### src/rtl/wb_pkg.sv
// rtl/wb_pkg.sv - shared constants and drain state type for the coalescing write buffer
// Contents:
//   WB_ADDR_W, WB_DATA_W, WB_DEPTH, WB_COALESCE : default parameter values
//   wb_state_e                                  : drain FSM states
package wb_pkg;

    localparam int WB_ADDR_W   = 10;
    localparam int WB_DATA_W   = 32;
    localparam int WB_DEPTH    = 4;
    localparam bit WB_COALESCE = 1'b1;

    typedef enum logic [1:0] {
        IDLE = 2'd0,
        SEND = 2'd1,
        WAIT = 2'd2
    } wb_state_e;

endpackage

### src/rtl/wb_match.sv
// rtl/wb_match.sv - combinational youngest-valid-entry address matcher
// Ports:
//   valid_i     : per-slot valid mask (callers may mask out slots)
//   addr_flat_i : slot addresses, slot i at bits [i*ADDR_W +: ADDR_W]
//   head_i      : oldest slot; age increases from here, wrapping
//   key_i       : address to look for
//   hit_o       : some unmasked valid slot holds key_i
//   idx_o       : youngest such slot (head_i when no hit)
module wb_match #(
    parameter int ADDR_W = 10,
    parameter int DEPTH  = 4
) (
    input  logic [DEPTH-1:0]        valid_i,
    input  logic [DEPTH*ADDR_W-1:0] addr_flat_i,
    input  logic [$clog2(DEPTH)-1:0] head_i,
    input  logic [ADDR_W-1:0]       key_i,
    output logic                    hit_o,
    output logic [$clog2(DEPTH)-1:0] idx_o
);

    localparam int PTR_W = $clog2(DEPTH);

    logic [DEPTH-1:0] match_vec;
    logic [PTR_W-1:0] slot;

    for (genvar g = 0; g < DEPTH; g++) begin : g_cmp
        assign match_vec[g] = valid_i[g] && (addr_flat_i[g*ADDR_W +: ADDR_W] == key_i);
    end

    // Walk slots oldest to youngest; a later match overrides an earlier one.
    always_comb begin
        hit_o = 1'b0;
        idx_o = head_i;
        slot  = head_i;
        for (int i = 0; i < DEPTH; i++) begin
            slot = head_i + PTR_W'(i);
            if (match_vec[slot]) begin
                hit_o = 1'b1;
                idx_o = slot;
            end
        end
    end

endmodule

### src/rtl/write_buffer_q.sv
// rtl/write_buffer_q.sv - coalescing FIFO write buffer between cache write-back and memory sender
// Ports:
//   clock, reset                 : rising-edge clock, asynchronous active-high reset
//   wr_valid/wr_addr/wr_data     : write-back request; wr_ready accepts it
//   full, count                  : occupancy status
//   rd_lookup/rd_addr            : read-miss probe; rd_hit/rd_data give youngest buffered data
//   send/out_addr/out_data/out_write : start of a sender transfer of the head entry
//   done                         : sender completion; pops the head in WAIT
//   flush, flush_done            : stop accepting and report when fully drained
module write_buffer_q
    import wb_pkg::*;
#(
    parameter int ADDR_W   = WB_ADDR_W,
    parameter int DATA_W   = WB_DATA_W,
    parameter int DEPTH    = WB_DEPTH,
    parameter bit COALESCE = WB_COALESCE
) (
    input  logic                     clock,
    input  logic                     reset,
    input  logic                     wr_valid,
    input  logic [ADDR_W-1:0]        wr_addr,
    input  logic [DATA_W-1:0]        wr_data,
    output logic                     wr_ready,
    output logic                     full,
    output logic [$clog2(DEPTH):0]   count,
    input  logic                     rd_lookup,
    input  logic [ADDR_W-1:0]        rd_addr,
    output logic                     rd_hit,
    output logic [DATA_W-1:0]        rd_data,
    output logic                     send,
    output logic [ADDR_W-1:0]        out_addr,
    output logic [DATA_W-1:0]        out_data,
    output logic                     out_write,
    input  logic                     done,
    input  logic                     flush,
    output logic                     flush_done
);

    localparam int PTR_W = $clog2(DEPTH);
    localparam int CNT_W = PTR_W + 1;

    logic [ADDR_W-1:0]       addr_q [DEPTH];
    logic [DATA_W-1:0]       data_q [DEPTH];
    logic [DEPTH-1:0]        valid_q, valid_d;
    logic [PTR_W-1:0]        head_q, head_d, tail_q, tail_d;
    logic [CNT_W-1:0]        count_q, count_d;
    wb_state_e               state_q, state_d;

    logic [DEPTH*ADDR_W-1:0] addr_flat;
    logic [DEPTH-1:0]        head_mask;
    logic                    coal_hit, look_hit;
    logic [PTR_W-1:0]        coal_idx, look_idx;
    logic                    accept, merge, alloc, pop;

    for (genvar g = 0; g < DEPTH; g++) begin : g_flat
        assign addr_flat[g*ADDR_W +: ADDR_W] = addr_q[g];
    end

    // The head is locked once its transfer has started so out_data cannot change under the sender.
    assign head_mask = (state_q != IDLE) ? (DEPTH'(1) << head_q) : '0;

    wb_match #(.ADDR_W(ADDR_W), .DEPTH(DEPTH)) u_coal (
        .valid_i     (valid_q & ~head_mask),
        .addr_flat_i (addr_flat),
        .head_i      (head_q),
        .key_i       (wr_addr),
        .hit_o       (coal_hit),
        .idx_o       (coal_idx)
    );

    wb_match #(.ADDR_W(ADDR_W), .DEPTH(DEPTH)) u_look (
        .valid_i     (valid_q),
        .addr_flat_i (addr_flat),
        .head_i      (head_q),
        .key_i       (rd_addr),
        .hit_o       (look_hit),
        .idx_o       (look_idx)
    );

    // Readiness uses registered occupancy only; a pop in the same cycle does not open a slot.
    assign full     = (count_q == CNT_W'(DEPTH));
    assign wr_ready = !full && !flush;
    assign accept   = wr_valid && wr_ready;
    assign merge    = COALESCE && coal_hit;
    assign alloc    = accept && !merge;
    assign pop      = (state_q == WAIT) && done;

    always_comb begin
        valid_d = valid_q;
        head_d  = head_q;
        tail_d  = tail_q;
        if (alloc) begin
            valid_d[tail_q] = 1'b1;
            tail_d          = tail_q + PTR_W'(1);
        end
        if (pop) begin
            valid_d[head_q] = 1'b0;
            head_d          = head_q + PTR_W'(1);
        end
        count_d = count_q + CNT_W'(alloc) - CNT_W'(pop);
    end

    always_ff @(posedge clock or posedge reset) begin
        if (reset) begin
            valid_q <= '0;
            head_q  <= '0;
            tail_q  <= '0;
            count_q <= '0;
            for (int i = 0; i < DEPTH; i++) begin
                addr_q[i] <= '0;
                data_q[i] <= '0;
            end
        end else begin
            valid_q <= valid_d;
            head_q  <= head_d;
            tail_q  <= tail_d;
            count_q <= count_d;
            if (alloc) begin
                addr_q[tail_q] <= wr_addr;
                data_q[tail_q] <= wr_data;
            end else if (accept && merge) begin
                data_q[coal_idx] <= wr_data;
            end
        end
    end

    // Drain FSM: state register
    always_ff @(posedge clock or posedge reset) begin
        if (reset) begin
            state_q <= IDLE;
        end else begin
            state_q <= state_d;
        end
    end

    // Drain FSM: next state; the WAIT exit looks at occupancy after this cycle's pop and push
    always_comb begin
        state_d = state_q;
        case (state_q)
            IDLE:    if (count_q != '0) state_d = SEND;
            SEND:    state_d = WAIT;
            WAIT:    if (done) state_d = (count_d != '0) ? SEND : IDLE;
            default: state_d = IDLE;
        endcase
    end

    // Drain FSM: outputs
    always_comb begin
        send      = (state_q == SEND);
        out_write = (state_q == SEND);
    end

    assign count      = count_q;
    assign out_addr   = addr_q[head_q];
    assign out_data   = data_q[head_q];
    assign rd_hit     = rd_lookup && look_hit;
    assign rd_data    = rd_hit ? data_q[look_idx] : '0;
    assign flush_done = flush && (count_q == '0) && (state_q == IDLE);

endmodule

### config.mk
export PLATFORM = sky130hd
export DESIGN_NAME = write_buffer_q
export DESIGN_NICKNAME = d
export VERILOG_FILES = /design/src/rtl/wb_pkg.sv /design/src/rtl/wb_match.sv /design/src/rtl/write_buffer_q.sv
export SDC_FILE = /design/constraint.sdc
export NUM_CORES = 1
export LEC_CHECK = 0
export CORE_ASPECT_RATIO = 1.5
export CORE_MARGIN = 2
export CORE_UTILIZATION = 54
export CTS_BUF_LIST = sky130_fd_sc_hd__clkbuf_2 sky130_fd_sc_hd__clkbuf_4 sky130_fd_sc_hd__clkbuf_8
export DETAILED_ROUTE_END_ITERATION = 8
export GPL_TIMING_DRIVEN = 1
export PLACE_DENSITY = 0.9
export SETUP_SLACK_MARGIN = 0.02
export SLEW_MARGIN = 5
export SYNTH_ARGS = -nofsm -noshare
export SYNTH_HDL_FRONTEND = slang
export SYNTH_SLANG_ARGS = --single-unit
### constraint.sdc
create_clock -name clock -period 5.3 [get_ports clock]
set_input_delay 0.795 -clock clock [delete_from_list [all_inputs] [get_ports clock]]
set_output_delay 0.795 -clock clock [all_outputs]
set_load 0.01 [all_outputs]
## Word-level counts from Yosys, hierarchy flattened

Index checks and enable logic that the tools add are counted.

- Flip-flop bits (word level): 181
- Latch bits: 0
- RAM bits: 0
- Memory bits (read-only): 0
- Input bits: 58
- Output and inout port bits: 83
- Logic and storage cells: 147
- Memories kept: 0

- Add/sub/neg operators: 6
- $mul: 0
- Div/mod/pow operators: 0
- Magnitude comparators: 13
- Equality and inequality tests: 13
- Shifts and indexed selects: 1
- Muxes and demuxes: 62
- Bitwise operators: 9
- Reduce and logical (&&, ||, !) cells: 30

Operators with widths:

| operator | number |
|---|---|
| $bwmux W128 | 2 |
| $mux W128 | 2 |
| $mux W32 | 7 |
| $bmux W32 S2 | 2 |
| $demux W32 S2 | 2 |
| $eq A10 B10 Y1 | 8 |
| $bwmux W40 | 1 |
| $mux W10 | 3 |
| $bmux W10 S2 | 1 |
| $demux W10 S2 | 1 |
| $logic_and A1 B1 Y1 | 20 |
| $mux W1 | 19 |
| $bmux W1 S2 | 8 |
| $mux W2 | 8 |
| $lt A2 B3 Y1 const B | 5 |
| $ge A3 B3 Y1 const B | 4 |
| $mux W4 | 3 |
| $not A2 Y3 | 4 |
| $and A4 B4 Y4 | 2 |
| $not A4 Y4 | 2 |
| $lt A3 B1 Y1 const B | 2 |
| $pmux W2 S3 | 1 |
| $reduce_bool A3 Y1 | 2 |
| $add A2 B1 Y2 const B | 2 |
| 16 further kinds | 23 |

## Depth between registers and ports, before layout

- Word-level depth: 19
- Depth in mapped cells: 18
- Gate-level depth less buffers: 16

## By module

A second synthesis with hierarchy kept.

- Cell total of the unflattened synthesis: 726
- Area, all modules: 10406.2 um^2

Modules (own cells, without submodules):

| module | times used | cells each | area an instance (um^2) |
|---|---|---|---|
| write_buffer_q | 1 | 566 | 9140.0 |
| wb_match | 2 | 80 | 633.1 |

## Worst setup path after synthesis

No wires, ideal clock.

- Kind: input -> output
- Start: in rd_addr[0]
- End: out rd_data[10]
- Arrival time: 3.039 ns
- Path slack: 1.466 ns
- Stages: 10
- Cell sequence: clkbuf_1 > xnor2_1 > nand4_1 > or3_1 > o2bb2ai_1 > o221ai_1 > a211oi_4 > buf_2 > a211oi_1 > a211oi_1

- Cells in the longest elaborated chain, start to end: 12
- Elaborated cells on any way between the ends: 29

Ends and longest elaborated chain:

| item | RTL line | RTL |
|---|---|---|
| from (decl) | write_buffer_q.sv:27 | `input logic [ADDR_W-1:0] rd_addr,` |
| $eq A10 B10 Y1 | wb_match.sv:27 | `assign match_vec[g] = valid_i[g] && (addr_flat_i[g*ADDR_W +: ADDR_W] == key_i);` |
| $logic_and A1 B1 Y1 | wb_match.sv:27 |  |
| $bmux W1 S2 | wb_match.sv:37 | `if (match_vec[slot]) begin` |
| $mux W1 (not written as such) | wb_match.sv:37 |  |
| $mux W2 (3 in a row) | wb_match.sv:37 |  |
| $not A2 Y3 (not written as such) | write_buffer_q.sv:157 | `assign rd_data = rd_hit ? data_q[look_idx] : '0;` |
| $bmux W32 S2 | write_buffer_q.sv:157 |  |
| $mux W32 (not written as such) (2 in a row) | write_buffer_q.sv:157 |  |
| $mux W32 * | write_buffer_q.sv:157 |  |
| to (decl) | write_buffer_q.sv:29 | `output logic [DATA_W-1:0] rd_data,` |

Mark *: on every way between the ends. The rest lies on a longest branch, timed or not. The select of a mux whose other input is x is not followed.

## Final worst setup path

- Start: reg head_q[0]
- End: out rd_data[20]

- Elaborated cells on any way between the ends: 24

RTL lines:

| item | RTL line | RTL |
|---|---|---|
| from (decl) | write_buffer_q.sv:45 | `logic [PTR_W-1:0] head_q, head_d, tail_q, tail_d;` |
| from (signal assigned) | write_buffer_q.sv:106 | `head_q <= '0;` |
| from (signal assigned) | write_buffer_q.sv:115 | `head_q <= head_d;` |
| $add A2 B2 Y2 * | - |  |
| via u_coal.slot[0] | wb_match.sv:24 | `logic [PTR_W-1:0] slot;` |
| $bmux W1 S2 | wb_match.sv:37 |  |
| $mux W1 (not written as such) | wb_match.sv:37 |  |
| $mux W2 | wb_match.sv:37 |  |
| $not A2 Y3 (not written as such) | write_buffer_q.sv:157 |  |
| $bmux W32 S2 | write_buffer_q.sv:157 |  |
| $mux W32 (not written as such) (2 in a row) | write_buffer_q.sv:157 |  |
| $mux W32 * | write_buffer_q.sv:157 |  |

Mark *: on every way through the listed nets, which the timed path passes. The rest lies on a longest branch. The select of a mux whose other input is x is not followed.

==> impl_metrics.ini <==
[floorplanning]
ios = 141
die_area_mm2 = 0.0250
die_w_um = 130
core-area_mm2 = 0.0236
die_h_um = 193
rows = 69
start_util_pct = 54.5

[clock_network]
cts_buffers = 17
cts_tree = done
htree_levels = 4
clock-sinks = 181
post_cts_buffers = 0
clockBufferDepth = 2
cts_hold_buf = 0
postCtsResizedCells = 0
clkTransAtPathRegs_ps = 100
insertion_delay_ps = 490
cts_root_buf = clkbuf_8

[synth]
synth_cells = 1330
synth-main-ff-cell = dfrtp_1
syn-num-nets = 1399
ys_async_sr_fraction_pct = 100
yosysWarnings = 0
synth-xor-area-share_pct = 5.91
synth_area_per_cell_um2 = 9.65
synth_edf_count = 0
synth-compound-area-share_pct = 18.3
synth_area_mm2 = 0.0128
synth-seq-cells = 181
synth_adder_area_share_pct = 1.13
ys_seq_area_share_pct = 35.3
synth-simple-area-share_pct = 18.1
synth_top_family_by_area = compound AO/OA/AOI/OAI gates
yosysUniqueCellTypes = 61
synthMuxAreaShare_pct = 15.3

[cells_and_area]
layout_common_cells = dfrtp_1 (179), nand2_1 (167), clkdlybuf4s50_1 (140), nand3_1 (134), xnor2_1 (81)
fillers = 1883
area_growth_pct = 14.6
nNetsFinal = 1444
final_util_pct = 62.4
n_antenna_cell = 0
drive_gt1_share_pct = 13.5
layout_commonest_cell = dfrtp_1
fin_cells = 1707

[min_path]
holdPathStages = 1
min_path_type = register to register
hold-path-endpoint = data_q[3]$_DFFE_PP0P_
worstHoldStart = data_q[3]$_DFFE_PP0P_

[power]
power.switching_w = 0.00388
clkPwrFrac_pct = 11.1
p_comb_share_pct = 57.8
internal_power_w = 0.00473
power_leakage_nw = 5.64
peakVddDrop_mv = 0.363
switching_share_pct = 45.1
p_per_area_mw_per_mm2 = 585
power_frac_seq_pct = 31.1

[critical_path]
cp_num_buf_inv = 5
crit_path_max_fanout = 35
path_common_cell = a211oi_1
r2r-end = state_q[0]$_DFFE_PP0P_
worstRegToRegCells = 17
worstPathCellList = clkinv_1 > ha_1 > buf_4 > inv_1 > nand2_1 > or4_1 > a22oi_1 > a21boi_4 > buf_12 > nor2b_1 > a211oi_1 > a211oi_1 > clkdlybuf4s50_1
cp_top_family = buffers and inverters
crit_arrival_ps = 4270
rr_startpoint = head_q[1]$_DFFE_PP0P_
critPathMaxStageDelay_ps = 620
startpoint_type = register
crit_path_end_kind = output pin
critical_path_class = register to output pin
rrSetupSlack_ps = 1120
crit_required_ps = 4510
crit_path_top_delay_cell = clkdlybuf4s50_1

[route]
vias = 11807
final_antenna_net_count = 0
drt-initial-drc-count = 1196
drt_pass1_iterations = 6
post_drt_wl_per_cell_um = 22.3
wl_um = 38100
drc = 0
routed_via_density = 6.92

[global_routing]
overflow = 0
antenna_found_initial = 0
grt_pass1_wl_um = 61000
grt_pass1_vias = 11945
grt_max_degree = 133
grtUsageTotal_pct = 31.0

[place]
portBuffers = 140
pre_cts_ws_ps = 212
dpl.cell_count = 1674
dp_hpwl_um = 24300
place_congestion = 0.994

[timing]
setup_violations = 0
tightest_slew_ps = 1260
grt_setup_unrepaired = false
max_freq_ghz = 0.197
whs_ps = 544
finalWorstSetupSlack_ps = 235
min_period_ps = 5070
setup_tns_ps = 0
finalHoldViolations = 0
final_max_slew_viol_count = 0
clock_skew_ps = 24.8
post-route-period-util_pct = 95.6
slew_headroom_pct = 16.1

[job]
maxCapViolations = 0

[outcome]
status = finished clean
final cells by class:
cell class                      count  area [µm²]  share of cell area (%)
Timing Repair Buffer              171        1750                    11.9
Multi-Input combinational cell    993        7600                    51.7
Inverter                           11        45.0                   0.306
Sequential cell                   181        4530                    30.8
Clock inverter                     15         158                    1.07
Clock buffer                       17         234                    1.59
Tap cell                          319         399                    2.71
kinds of logic (layout without fill, tap and decap cells):
| family | count (synthesis) | after routing |
|---|---|---|
| flip-flops | 181 | 181 |
| XOR/XNOR | 84 | 84 |
| AO/OA/AOI/OAI | 295 | 295 |
| AND/OR/NAND/NOR | 477 | 477 |
| adder cells (fa/ha/maj) | 11 | 11 |
| multiplexers | 126 | 126 |
| buffers and inverters | 156 | 214 |
routing by layer:
layer	vias to the layer above	global-route usage (%)	wire, µm
li1	5106	-	-
met1	5815	36.0	13300
met2	719	51.5	19300
met3	167	6.21	3200
met4	0	21.0	2340
met5	-	0	0
sequential cells by signal, indices dropped and copies added (netlist names):
name	count
data_q	128
addr_flat	40
valid_q	4
count	3
head_q	2
state_q	2
tail_q	2
power groups by stage:
stage	logic [W]	clock network (W)	registers, W
after floorplan	0.00354	0	0.00242
after global placement	0.00475	0	0.00263
after detailed placement	0.00490	0	0.00268
after CTS	0.00493	0.000961	0.00265
after global routing	0.00536	0.00102	0.00274
final	0.00498	0.000953	0.00268
Yosys cell counts, drive strengths merged (7+ instances only):
library cell / count / share of area (%)
dfrtp: 181 / 35
nand2: 169 / 4.9
nand3: 135 / 5.3
clkbuf: 88 / 2.6
xnor2: 84 / 5.9
a211oi: 67 / 4.1
a22oi: 65 / 3.8
o211ai: 65 / 3.8
buf: 57 / 3.0
mux2: 52 / 5.4
mux4: 42 / 7.4
nor2: 42 / 1.2
and3: 36 / 1.8
nor2b: 33 / 1.6
o221ai: 33 / 2.3
a311o: 32 / 2.5
mux2i: 32 / 2.5
nand4: 24 / 1.2
nor4: 12 / 0.68
ha: 10 / 0.97
inv: 9 / 0.26
o21ai: 9 / 0.35
a21oi: 8 / 0.34
or3: 7 / 0.38
how the worst max path moves through the flow:
| stage | start | to | slack (ps) | depth (start not counted) |
|---|---|---|---|---|
| 2_1_floorplan | rd_addr[0] | rd_data[10] | 1470 | 10 |
| 3_3_place_gp | rd_addr[0] | rd_data[13] | 280 | 12 |
| 3_5_place_dp | rd_addr[0] | rd_data[17] | 210 | 12 |
| 4_1_cts | rd_addr[0] | rd_data[17] | 220 | 12 |
| 5_1_grt | head_q[0]$_DFFE_PP0P_ | rd_data[20] | 50 | 13 |
| 6_report | head_q[0]$_DFFE_PP0P_ | rd_data[20] | 230 | 13 |
stage by stage:
step	cell area [µm²]	power, W
2_1_floorplan	12800	0.00596
3_3_place_gp	14300	0.00738
3_5_place_dp	14300	0.00758
4_1_cts	14700	0.00855
5_1_grt	14700	0.00913
6_report	14700	0.00861
No activity file was read; power rests on OpenSTA's default activity.
